**src/rtl/alu_issue.sv**
```systemverilog
// alu_issue: execute-stage issue unit between decode and the integer ALU.
// Latches one RV32I/M instruction, holds the ALU inputs across MUL/DIV stalls and hands the result to writeback.
module alu_issue (
    input  logic        i_clk,
    input  logic        i_rst,
    input  logic        i_valid,
    output logic        o_ready,
    input  logic [6:0]  i_opcode,
    input  logic [2:0]  i_funct3,
    input  logic [6:0]  i_funct7,
    input  logic [4:0]  i_rd,
    input  logic [31:0] i_rs1_data,
    input  logic [31:0] i_rs2_data,
    input  logic [31:0] i_imm,
    output logic [2:0]  o_alu_op_mode,
    output logic [2:0]  o_alu_func_op,
    output logic        o_alu_fp_mode,
    output logic [31:0] o_alu_a,
    output logic [31:0] o_alu_b,
    output logic        o_alu_stall,
    input  logic        i_alu_stall,
    input  logic [31:0] i_alu_result,
    output logic        o_wb_valid,
    input  logic        i_wb_ready,
    output logic [4:0]  o_wb_rd,
    output logic [31:0] o_wb_data,
    output logic        o_wb_illegal
);

    localparam logic [1:0] ST_IDLE  = 2'd0;
    localparam logic [1:0] ST_ISSUE = 2'd1;
    localparam logic [1:0] ST_WB    = 2'd2;

    localparam logic [2:0] MODE_IDLE    = 3'd0;
    localparam logic [2:0] MODE_LOGIC   = 3'd1;
    localparam logic [2:0] MODE_SHIFT   = 3'd2;
    localparam logic [2:0] MODE_COMPARE = 3'd3;
    localparam logic [2:0] MODE_ADD_SUB = 3'd4;
    localparam logic [2:0] MODE_MUL     = 3'd5;
    localparam logic [2:0] MODE_DIV     = 3'd6;

    localparam logic [6:0] OPC_OP     = 7'b0110011;
    localparam logic [6:0] OPC_OP_IMM = 7'b0010011;
    localparam logic [6:0] OPC_LUI    = 7'b0110111;
    localparam logic [6:0] F7_MULDIV  = 7'b0000001;

    logic [1:0]  state_r;
    logic [1:0]  state_nxt_s;
    logic [4:0]  rd_r;
    logic [2:0]  mode_r;
    logic [2:0]  func_r;
    logic [31:0] a_r;
    logic [31:0] b_r;
    logic        illegal_r;

    logic [2:0]  dec_mode_s;
    logic [2:0]  dec_func_s;
    logic [31:0] dec_a_s;
    logic [31:0] dec_b_s;
    logic        dec_illegal_s;

    logic        ready_s;
    logic        accept_s;
    logic        in_issue_s;
    logic        in_wb_s;

    assign in_issue_s = (state_r == ST_ISSUE);
    assign in_wb_s    = (state_r == ST_WB);
    assign ready_s    = (state_r == ST_IDLE) | (in_wb_s & i_wb_ready);
    assign accept_s   = i_valid & ready_s;

    // Instruction decode into ALU mode / functional option / operands.
    always_comb begin
        dec_mode_s    = MODE_IDLE;
        dec_func_s    = 3'd0;
        dec_a_s       = 32'd0;
        dec_b_s       = 32'd0;
        dec_illegal_s = 1'b0;
        case (i_opcode)
            OPC_OP, OPC_OP_IMM: begin
                dec_a_s = i_rs1_data;
                if (i_opcode == OPC_OP) begin
                    dec_b_s = i_rs2_data;
                end else begin
                    dec_b_s = i_imm;
                end
                if ((i_opcode == OPC_OP) && (i_funct7 == F7_MULDIV)) begin
                    case (i_funct3)
                        3'b000:  dec_mode_s = MODE_MUL;
                        3'b100:  dec_mode_s = MODE_DIV;
                        3'b110: begin
                            dec_mode_s = MODE_DIV;
                            dec_func_s = 3'b001;
                        end
                        default: dec_illegal_s = 1'b1;
                    endcase
                end else begin
                    case (i_funct3)
                        3'b000: begin
                            // OP-IMM has no subtract form, whatever imm[10] holds.
                            dec_mode_s = MODE_ADD_SUB;
                            if ((i_opcode == OPC_OP) && i_funct7[5]) begin
                                dec_func_s = 3'b001;
                            end else begin
                                dec_func_s = 3'b000;
                            end
                        end
                        3'b001:  dec_mode_s = MODE_SHIFT;
                        3'b101: begin
                            dec_mode_s = MODE_SHIFT;
                            dec_func_s = {1'b0, 1'b1, i_funct7[5]};
                            if (i_opcode == OPC_OP_IMM) begin
                                dec_b_s = i_imm & 32'h0000_001F;
                            end else begin
                                dec_b_s = i_rs2_data;
                            end
                        end
                        3'b010:  dec_mode_s = MODE_COMPARE;
                        3'b100: begin
                            dec_mode_s = MODE_LOGIC;
                            dec_func_s = 3'b010;
                        end
                        3'b110: begin
                            dec_mode_s = MODE_LOGIC;
                            dec_func_s = 3'b001;
                        end
                        3'b111:  dec_mode_s = MODE_LOGIC;
                        default: dec_illegal_s = 1'b1;
                    endcase
                end
            end
            OPC_LUI: begin
                dec_a_s = i_imm;
            end
            default: begin
                dec_illegal_s = 1'b1;
            end
        endcase
    end

    // Next-state logic; an accept in WB chains straight into the next instruction.
    always_comb begin
        state_nxt_s = state_r;
        case (state_r)
            ST_IDLE, ST_WB: begin
                if (accept_s) begin
                    if (dec_illegal_s) begin
                        state_nxt_s = ST_WB;
                    end else begin
                        state_nxt_s = ST_ISSUE;
                    end
                end else if (in_wb_s && !i_wb_ready) begin
                    state_nxt_s = ST_WB;
                end else begin
                    state_nxt_s = ST_IDLE;
                end
            end
            ST_ISSUE: begin
                if (i_alu_stall) begin
                    state_nxt_s = ST_ISSUE;
                end else begin
                    state_nxt_s = ST_WB;
                end
            end
            default: state_nxt_s = ST_IDLE;
        endcase
    end

    // State register and instruction latch.
    always_ff @(posedge i_clk) begin
        if (i_rst) begin
            state_r   <= ST_IDLE;
            rd_r      <= 5'd0;
            mode_r    <= MODE_IDLE;
            func_r    <= 3'd0;
            a_r       <= 32'd0;
            b_r       <= 32'd0;
            illegal_r <= 1'b0;
        end else begin
            state_r <= state_nxt_s;
            if (accept_s) begin
                rd_r      <= i_rd;
                mode_r    <= dec_mode_s;
                func_r    <= dec_func_s;
                a_r       <= dec_a_s;
                b_r       <= dec_b_s;
                illegal_r <= dec_illegal_s;
            end
        end
    end

    // ALU inputs stay bit-stable through ISSUE; outside it the ALU idles with its result frozen.
    assign o_ready       = ready_s;
    assign o_alu_op_mode = in_issue_s ? mode_r : MODE_IDLE;
    assign o_alu_func_op = in_issue_s ? func_r : 3'd0;
    assign o_alu_fp_mode = 1'b0;
    assign o_alu_a       = in_issue_s ? a_r : 32'd0;
    assign o_alu_b       = in_issue_s ? b_r : 32'd0;
    assign o_alu_stall   = ~in_issue_s;
    assign o_wb_valid    = in_wb_s;
    assign o_wb_rd       = rd_r;
    assign o_wb_data     = (in_wb_s && !illegal_r) ? i_alu_result : 32'd0;
    assign o_wb_illegal  = in_wb_s & illegal_r;

endmodule

```
**config.mk**
```make
export PLATFORM = sky130hd
export DESIGN_NAME = alu_issue
export DESIGN_NICKNAME = d
export VERILOG_FILES = /design/src/rtl/alu_issue.sv
export SDC_FILE = /design/constraint.sdc
export NUM_CORES = 1
export LEC_CHECK = 0
export BUFFER_PORTS_ARGS = -buffer_cell sky130_fd_sc_hd__buf_2
export CAP_MARGIN = 20
export CORE_MARGIN = 5
export CORE_UTILIZATION = 24
export CTS_CLUSTER_DIAMETER = 30
export CTS_CLUSTER_SIZE = 25
export DETAILED_ROUTE_END_ITERATION = 10
export HOLD_SLACK_MARGIN = 0.03
export MAX_ROUTING_LAYER = met4
export PLACE_DENSITY_LB_ADDON = 0.25
export SYNTH_ARGS = -nofsm -noshare
export SYNTH_HDL_FRONTEND = slang
export SYNTH_SLANG_ARGS = --single-unit
```
**constraint.sdc**
```tcl
create_clock -name i_clk -period 1.55 [get_ports i_clk]
set_input_delay 0.0775 -clock i_clk [delete_from_list [all_inputs] [get_ports i_clk]]
set_output_delay 0.0775 -clock i_clk [all_outputs]
set_load 0.02 [all_outputs]
```
=== After elaboration in Yosys (flattened, before gate mapping) ===
Cells that the tools add are included.

* Eq/ne operators: 12
* Bitwise operators: 5
* Div/mod/pow operators: 0
* Add/sub/neg operators: 0
* Order comparisons: 0
* Shift-type cells: 0
* $mul: 0
* Mux-type cells: 29
* Reduce and logical (&&, ||, !) cells: 15

{| class="wikitable"
|+ Operators by type and width
! operator !! number
|-
| $mux W32 || 8
|-
| $pmux W32 S2 || 1
|-
| $mux W3 || 6
|-
| $eq A7 B6 Y1 const B || 2
|-
| $eq A3 B3 Y1 const B || 4
|-
| $pmux W3 S4 || 1
|-
| $mux W2 || 4
|-
| $pmux W2 S4 || 1
|-
| $reduce_or A2 Y1 || 4
|-
| $eq A7 B1 Y1 const B || 1
|-
| $eq A7 B5 Y1 const B || 1
|-
| $reduce_or A7 Y1 || 1
|-
| $pmux W3 S2 || 1
|-
| $reduce_or A3 Y1 || 2
|-
| $mux W1 || 5
|-
| $logic_and A1 B1 Y1 || 4
|-
| $pmux W2 S2 || 1
|-
| $and A1 B1 Y1 || 3
|-
| $eq A3 B1 Y1 const B || 1
|-
| $eq A3 B2 Y1 const B || 1
|-
| $logic_not A3 Y1 || 1
|-
| $eq A2 B1 Y1 const B || 1
|-
| $eq A2 B2 Y1 const B || 1
|-
| $logic_not A1 Y1 || 2
|-
| 4 further kinds || 4
|}

* Bits in latches: 0
* Bits of input ports: 155
* Register bits: 78
* ROM bits: 0
* Bits in writable memories: 0
* Memories: 0
* Logic and storage cells: 68
* Output and inout port bits: 112

=== Longest topological paths before layout ===
Gate-level depths: netlist (run 1).

* Depth in word-level cells: 8
* Gate-level depth with buffers: 7
* Mapped depth without buffers: 5

=== Worst setup path after synthesis (run 1) ===
No wires, ideal clock.

* Path type: input to register
* From: input port i_funct7[2]
* To: register b_r[10]
* Arrival: 1.537 ns
* Setup slack: -0.109 ns
* Cell stages on the path: 7
* Cell sequence: or4_4 nor2_4 nor2_1 and3_1 buf_6 buf_12 a221o_1

* Longest elaborated chain between the ends: 4

{| class="wikitable"
|+ RTL lines
! item !! RTL line !! RTL
|-
| from (decl) || 10 || <nowiki>input logic [6:0] i_funct7,</nowiki>
|-
| $eq A7 B1 Y1 || 87 || <nowiki>if ((i_opcode == OPC_OP) && (i_funct7 == F7_MULDIV)) begin</nowiki>
|-
| $logic_and A1 B1 Y1 || 87 ||
|-
| $mux W32 || 87 ||
|-
| $mux W32 || 79 || <nowiki>case (i_opcode)</nowiki>
|-
| to (signal assigned) || 186 || <nowiki>b_r <= dec_b_s;</nowiki>
|-
| to (decl) || 53 || <nowiki>logic [31:0] b_r;</nowiki>
|}

Every way passes these cells.
A chain may end at the register's enable or synchronous reset.

=== Worst setup path after layout (run 1) ===
* From: register state_r[1]
* To: output port o_wb_data[4]

* Longest elaborated chain between the ends: 3

{| class="wikitable"
|+ RTL lines
! item !! RTL line !! RTL
|-
| from (decl) || 47 || <nowiki>logic [1:0] state_r;</nowiki>
|-
| from (signal assigned) || 180 || <nowiki>state_r <= state_nxt_s;</nowiki>
|-
| $eq A2 B2 Y1 || 68 || <nowiki>assign in_wb_s = (state_r == ST_WB);</nowiki>
|-
| $logic_and A1 B1 Y1 || 202 || <nowiki>assign o_wb_data = (in_wb_s && !illegal_r) ? i_alu_result : 32'd0;</nowiki>
|-
| $mux W32 || 202 ||
|-
| to (decl) || 26 || <nowiki>output logic [31:0] o_wb_data,</nowiki>
|}

Every way passes these cells.

==> impl_metrics.env, run 1 <==
export IMPL_crit_family="simple AND/OR/NAND/NOR gates"
export IMPL_worst_ir_drop_vdd_v=0.000501
export IMPL_clk_pin_slew_ps=60
export IMPL_track_usage=0.199
export IMPL_slowest_stage="dfxtp_2"
export IMPL_wl_per_cell_um=18.4
export IMPL_endpoint_kind="output port"
export IMPL_fin_crit_sh=1.06
export IMPL_syn_area_per_cell_um2=7.96
export IMPL_ys_ff_latch=77
export IMPL_synth_xor_area_share=0
export IMPL_power_frac_clock=0.426
export IMPL_drt_iter0_markers=217
export IMPL_rows=48
export IMPL_yosysUniqueCellTypes=43
export IMPL_firstDrtPassIters=4
export IMPL_cp_data_arrival_time_ps=1570
export IMPL_die_y_um=144
export IMPL_synth_fa_ha_area_frac=0.00233
export IMPL_drc=0
export IMPL_synth_cells=539
export IMPL_slew_viol_final=0
export IMPL_power_density_nw_per_um2=639
export IMPL_tns_ps=-8490
export IMPL_rsz0062_at_grt="yes"
export IMPL_hp_class="in -> reg"
export IMPL_vias=5321
export IMPL_grt_pass1_wl_um=30800
export IMPL_yosysWarnings=0
export IMPL_synth_area_top_cells="dfxtp_1, and2_1, nand2_1, a21oi_1, a221o_1"
export IMPL_hold_viol=0
export IMPL_synth_edf_count=0
export IMPL_cts_root_buf="clkbuf_16"
export IMPL_cts_tree="done"
export IMPL_async_flop_share=0
export IMPL_path_common_cell="buf_6"
export IMPL_tightest_slew_ps=672
export IMPL_fin_nets=1049
export IMPL_die_w_um=144
export IMPL_synthMuxAreaShare=0.0397
export IMPL_setup_ws_ps=-99.8
export IMPL_switching_share=0.249
export IMPL_synth_simple_area_share=0.301
export IMPL_initial_utilization=0.246
export IMPL_power_frac_seq=0.386
export IMPL_grt_max_degree=32
export IMPL_synth_top_family_by_area="simple AND/OR/NAND/NOR gates"
export IMPL_reg2reg_slack_ps=-70
export IMPL_antenna_cells=0
export IMPL_slew_headroom=0.552
export IMPL_drt_wl_total_um=20700
export IMPL_whs_endpoint="a_r[24]"
export IMPL_ant_nets=0
export IMPL_die_area_um2=20700
export IMPL_synth_area_um2=4290
export IMPL_cp_start_kind="flip-flop"
export IMPL_setup_violations=129
export IMPL_synth_largest_area_cell="dfxtp_1"
export IMPL_cp_data_required_time_ps=1470
export IMPL_layout_drive_gt1_share=0.464
export IMPL_hold_ws_ps=46.5
export IMPL_leakage_nw=3.67
export IMPL_period_needed_ps=1650
export IMPL_via_per_inst=4.74
export IMPL_grt_pass1_vias=5568
export IMPL_slowest_delay_ps=330
export IMPL_pin_count=267
export IMPL_p_switching_mw=1.30
export IMPL_reg2reg_depth=7
export IMPL_r2r_end="b_r[30]"
export IMPL_maxCapViolations=0
export IMPL_crit_type="reg -> out"
export IMPL_holdPathStages=3
export IMPL_skew_ps=4.88
export IMPL_synth_compound_area_frac=0.239
export IMPL_path_cells="buf_6 > nor2b_4 > nor2b_4 > buf_6 > and2_4 > buf_6"
export IMPL_numCtsBuffers=9
export IMPL_htree_levels=3
export IMPL_status="finished, violations left"
export IMPL_areaGrowthSynthToFinish_pct=89.6
export IMPL_fmax_mhz=606
export IMPL_yosysSeqAreaShare=0.359
export IMPL_portBuffers=264
export IMPL_comb_power_share=0.187
export IMPL_synthFlopType="dfxtp_1"
export IMPL_r2r_start="state_r[0]"
export IMPL_crit_fanout=8
export IMPL_clock_latency_ps=340
export IMPL_clockBufferDepth=2
export IMPL_crit_buf_inv=3
export IMPL_internal_power_mw=3.90
export IMPL_core_area_um2=17400
export IMPL_overflow=0
export IMPL_place_hpwl_um=13300
export IMPL_clock_sinks=77
export IMPL_antenna_found_initial=0
export IMPL_synth_top_area_frac=0.359
export IMPL_place_gp_congestion=0.897
export IMPL_violations="setup timing"
export IMPL_hp_start="i_rs1_data[24]"
## kinds of logic (layout without fill, tap and decap cells)
family                     after synthesis  count (layout)
adders and majority gates                1               1
other                                    1               2
muxes                                   17              17
and+or+nand+nor                        245             246
DFF                                     77              77
AOI/OAI and AO/OA                      147             147
buffers and inverters                   51             407
## flip-flops by register name, summed over array words and instances, names as in the netlist
register	flops
o_wb_rd	5
func_r	2
illegal_r	1
a_r	32
mode_r	3
b_r	32
state_r	2
## cells in the mapped netlist (4+ instances only)
cell	instances
nor2_1	11
a221o_1	27
a22o_1	5
nor2b_1	5
mux2i_1	17
and2_1	104
nand2_1	102
o21ai_0	5
buf_2	6
a21oi_1	70
clkbuf_1	36
a22oi_1	15
dfxtp_1	77
a32oi_1	20
inv_1	4
## final cells by class
cell class              count  area, um^2
inverters                   4        15.0
well taps                 225         282
multi-input cells         413        2770
clock inverters             4        75.1
flip-flops and latches     77        1540
repair buffers            389        3230
clock buffers              10         229
fillers                  1723        9280
## power by group through the flow
| stage | clock network, mW | registers (mW) | logic, mW |
|---|---|---|---|
| after global routing | 2.34 | 2.01 | 1.05 |
| final | 2.22 | 2.01 | 0.974 |
| after CTS | 2.28 | 2.01 | 0.956 |
| after floorplan | 0 | 2.06 | 0.276 |
| after global placement | 0 | 2.05 | 0.671 |
| after detailed placement | 0 | 2.05 | 0.668 |
## routing by layer
metal  wire length [um]  global-route usage  vias up  part of all wire
met4                466              0.0605        0             0.023
met5                  0                   -        -                 0
met2              10100               0.326      181              0.49
li1                   -                   -     2614                 -
met3               1240              0.0396       33             0.060
met1               8860               0.247     2493              0.43
## worst max-delay path by stage
| stage | startpoint | to | slack (ps) | cells past startpoint |
|---|---|---|---|---|
| global placement | i_funct7[1] | b_r[2] | -160 | 7 |
| finish | state_r[1] | o_wb_data[4] | -100 | 6 |
| CTS | state_r[0] | o_alu_a[30] | -110 | 6 |
| global route | state_r[0] | o_alu_a[3] | -170 | 6 |
| floorplan | i_funct7[1] | b_r[10] | -80 | 7 |
| detailed placement | i_funct7[1] | b_r[4] | -170 | 7 |
## placed cells by master, fill, tap and decap left out, types with 4 or more instances in the layout
cell             n
inv_1            4
a21oi_1         70
mux2i_1         17
clkbuf_16       11
o21ai_0          5
buf_4           52
nor2_4           4
a221o_1         27
dfxtp_1         75
a32oi_1         20
buf_12           9
nand2_1        102
a22o_1           5
and2_4          71
dlygate4sd3_1   75
buf_2          163
and2_1          33
buf_6           85
a22oi_1         15
nor2_1           9
## worst min-delay path: cells and delay by family
kind                   cells  cell delay, ps
buffers and inverters      1              90
AOI/OAI and AO/OA          2             180
## timing repair
| action | 4_1_cts | 5_1_grt |
|---|---|---|
| resized for setup | 257 | 19 |
| setup buffers | 4 | 2 |
| gates cloned | 7 | 2 |
| hold buffers | 75 | 0 |
| setup endpoints to repair | 136 | 150 |
| pin swaps | 32 | 13 |
| hold endpoints to repair | 62 | 0 |
## stage by stage
stage	power (mW)	worst slack (ps)	utilization	instance area, um^2	std cells
2_1_floorplan	2.33	-77.9	-	4300	540
5_1_grt	5.40	-172	0.467	8140	1122
3_3_place_gp	2.72	-162	0.349	6080	1018
6_report	5.20	-99.8	0.467	8140	1122
4_1_cts	5.25	-112	0.461	8020	1118
3_5_place_dp	2.72	-174	0.349	6080	1018
No activity file was read; power rests on OpenSTA's default activity.
==> inputs of run 2 (changes only) <==
--- a/config.mk
+++ b/config.mk
@@ -7,7 +7,6 @@
 export LEC_CHECK = 0
 export BUFFER_PORTS_ARGS = -buffer_cell sky130_fd_sc_hd__buf_2
 export CAP_MARGIN = 20
-export CORE_MARGIN = 5
 export CORE_UTILIZATION = 24
 export CTS_CLUSTER_DIAMETER = 30
 export CTS_CLUSTER_SIZE = 25
==> run 2 against run 1 <==
  * The flow still finishes with violations (setup timing)
  * Via count grew 1.1%
  * Routed wire length shrank 1.6%
  * Global-route usage grew 0.37 points
  * Die area shrank 11%
  * Clock skew grew 0.56 ps
  * Combinational power grew 1%
  * Sequential cell count is the same
  * Critical path depth is the same
  * First-iteration DRC count grew 11%
  * Clock-buffer cell count grew 1
  * Critical path type unchanged
  * Largest power group unchanged
==> impl_metrics.env, run 2 (synthesized netlist as in run 1, its figures left out) <==
export IMPL_status="finished, violations left"
export IMPL_violations="setup timing"
export IMPL_tightest_slew_ps=680
export IMPL_wl_per_cell_um=18.0
export IMPL_htree_levels=3
export IMPL_drc=0
export IMPL_grt_pass1_wl_um=27800
export IMPL_layout_common_cells="buf_2, nand2_1, buf_6"
export IMPL_setup_ws_ps=-146
export IMPL_place_gp_congestion=0.783
export IMPL_cts_tree="done"
export IMPL_ant_nets=0
export IMPL_fin_crit_sh=1.09
export IMPL_fin_nets=1058
export IMPL_power_density_nw_per_um2=650
export IMPL_slew_headroom=0.547
export IMPL_drt_iter0_markers=241
export IMPL_firstDrtPassIters=6
export IMPL_dpl_cell_area_um2=6090
export IMPL_track_usage=0.203
export IMPL_antenna_found_initial=0
export IMPL_leakage_nw=3.82
export IMPL_antenna_cells=0
export IMPL_grt_max_degree=37
export IMPL_hp_class="in -> reg"
export IMPL_rows=48
export IMPL_power_frac_clock=0.455
export IMPL_crit_fanout=9
export IMPL_power_frac_seq=0.365
export IMPL_worst_ir_drop_vdd_v=0.000510
export IMPL_skew_ps=5.44
export IMPL_numCtsBuffers=9
export IMPL_slew_viol_final=0
export IMPL_dr_max_layer_used="met4"
export IMPL_cts_root_buf="clkbuf_16"
export IMPL_clock_sinks=77
export IMPL_switching_share=0.246
export IMPL_grt_pass1_vias=5201
export IMPL_fin_area_um2=8470
export IMPL_pin_count=267
export IMPL_setup_violations=116
export IMPL_areaGrowthSynthToFinish_pct=97.3
export IMPL_wl_met1_um=8520
export IMPL_layout_drive_gt1_share=0.503
export IMPL_core_area_um2=17400
export IMPL_cp_start_kind="flip-flop"
export IMPL_period_needed_ps=1700
export IMPL_cp_data_required_time_ps=1470
export IMPL_place_hpwl_um=12000
export IMPL_comb_power_share=0.180
export IMPL_die_w_um=136
export IMPL_crit_type="reg -> out"
export IMPL_endpoint_kind="output port"
export IMPL_clockBufferDepth=2
export IMPL_rsz0062_at_grt="yes"
export IMPL_maxCapViolations=0
export IMPL_die_area_um2=18400
export IMPL_internal_power_mw=4.15
export IMPL_clk_pin_slew_ps=60
export IMPL_layout_commonest_cell="buf_2"
export IMPL_tns_ps=-10880
export IMPL_fmax_mhz=590
export IMPL_hold_viol=0
export IMPL_cp_data_arrival_time_ps=1620
export IMPL_drt_wl_total_um=20300
export IMPL_wl_met3_um=1260
export IMPL_overflow=0
export IMPL_p_switching_mw=1.35
export IMPL_initial_utilization=0.247
export IMPL_clock_latency_ps=340
export IMPL_die_y_um=136
export IMPL_via_per_inst=4.75
export IMPL_portBuffers=264
export IMPL_wl_met2_um=10200
export IMPL_vias=5379
export IMPL_postLayoutCoreUtil=0.488
## run 2: cell count changes in the layout (fill, tap and decap cells not counted), sizes merged
| cell | before | now |
|---|---|---|
| buf | 312 | 317 |
| clkbuf | 12 | 16 |
| dlygate4sd3 | 75 | 76 |
| clkinv | 0 | 2 |
| clkinvlp | 2 | 0 |
| bufinv | 2 | 3 |
## run 2: metrics by stage
stage / total power [mW] / cells / setup slack [ps] / hold slack [ps]
after floorplan: 2.33 / 540 / -77.9 / 214
after global placement: 2.70 / 1019 / -176 / 314
after detailed placement: 2.70 / 1019 / -201 / 317
after CTS: 5.49 / 1116 / -98.0 / 31.3
after global routing: 5.68 / 1133 / -196 / 36.0
final: 5.50 / 1133 / -146 / 51.8
## run 2: power by group through the flow
stage          logic [mW]  clock network [mW]  registers (mW)
2_1_floorplan       0.276                   0            2.06
3_3_place_gp        0.654                   0            2.05
3_5_place_dp        0.651                   0            2.05
4_1_cts             0.924                2.56            2.01
5_1_grt              1.05                2.62            2.01
6_report            0.987                2.50            2.01
## run 2: layout make-up
type / count / area (um^2)
clock buffers: 11 / 243
fillers: 1659 / 8890
flip-flops and latches: 77 / 1540
inverters: 4 / 15.0
clock inverters: 5 / 108
repair buffers: 398 / 3410
multi-input cells: 413 / 2870
well taps: 225 / 282
## run 2: critical path, stage by stage (launching register included)
cell     delay (ps)
dfxtp_2         350
buf_6           120
nor2b_4         150
buf_12          180
buf_6           170
and2_1          150
buf_4           140
## run 2: metal layers
| metal | track usage | up-vias |
|---|---|---|
| met4 | 0.0556 | 0 |
| li1 | - | 2627 |
| met1 | 0.242 | 2526 |
| met2 | 0.344 | 197 |
| met3 | 0.0404 | 29 |
| met5 | - | - |
## run 2: timing repair
action | CTS | global route
gates resized for setup | 194 | 129
pin swaps | 26 | 35
setup buffers | 1 | 7
hold endpoints to repair | 64 | 0
setup endpoints to repair | 135 | 145
hold buffers | 76 | 0
cloned | 4 | 10
## run 2: path summary, 6_finish.rpt
kind,to,slack (ps),cells after the start,startpoint
hold / removal,a_r[25],50,3,i_rs1_data[25]
setup reg to reg,b_r[10],-30,8,state_r[1]
setup / recovery,o_alu_b[18],-150,6,state_r[0]
hold reg to reg,a_r[17],450,2,a_r[17]
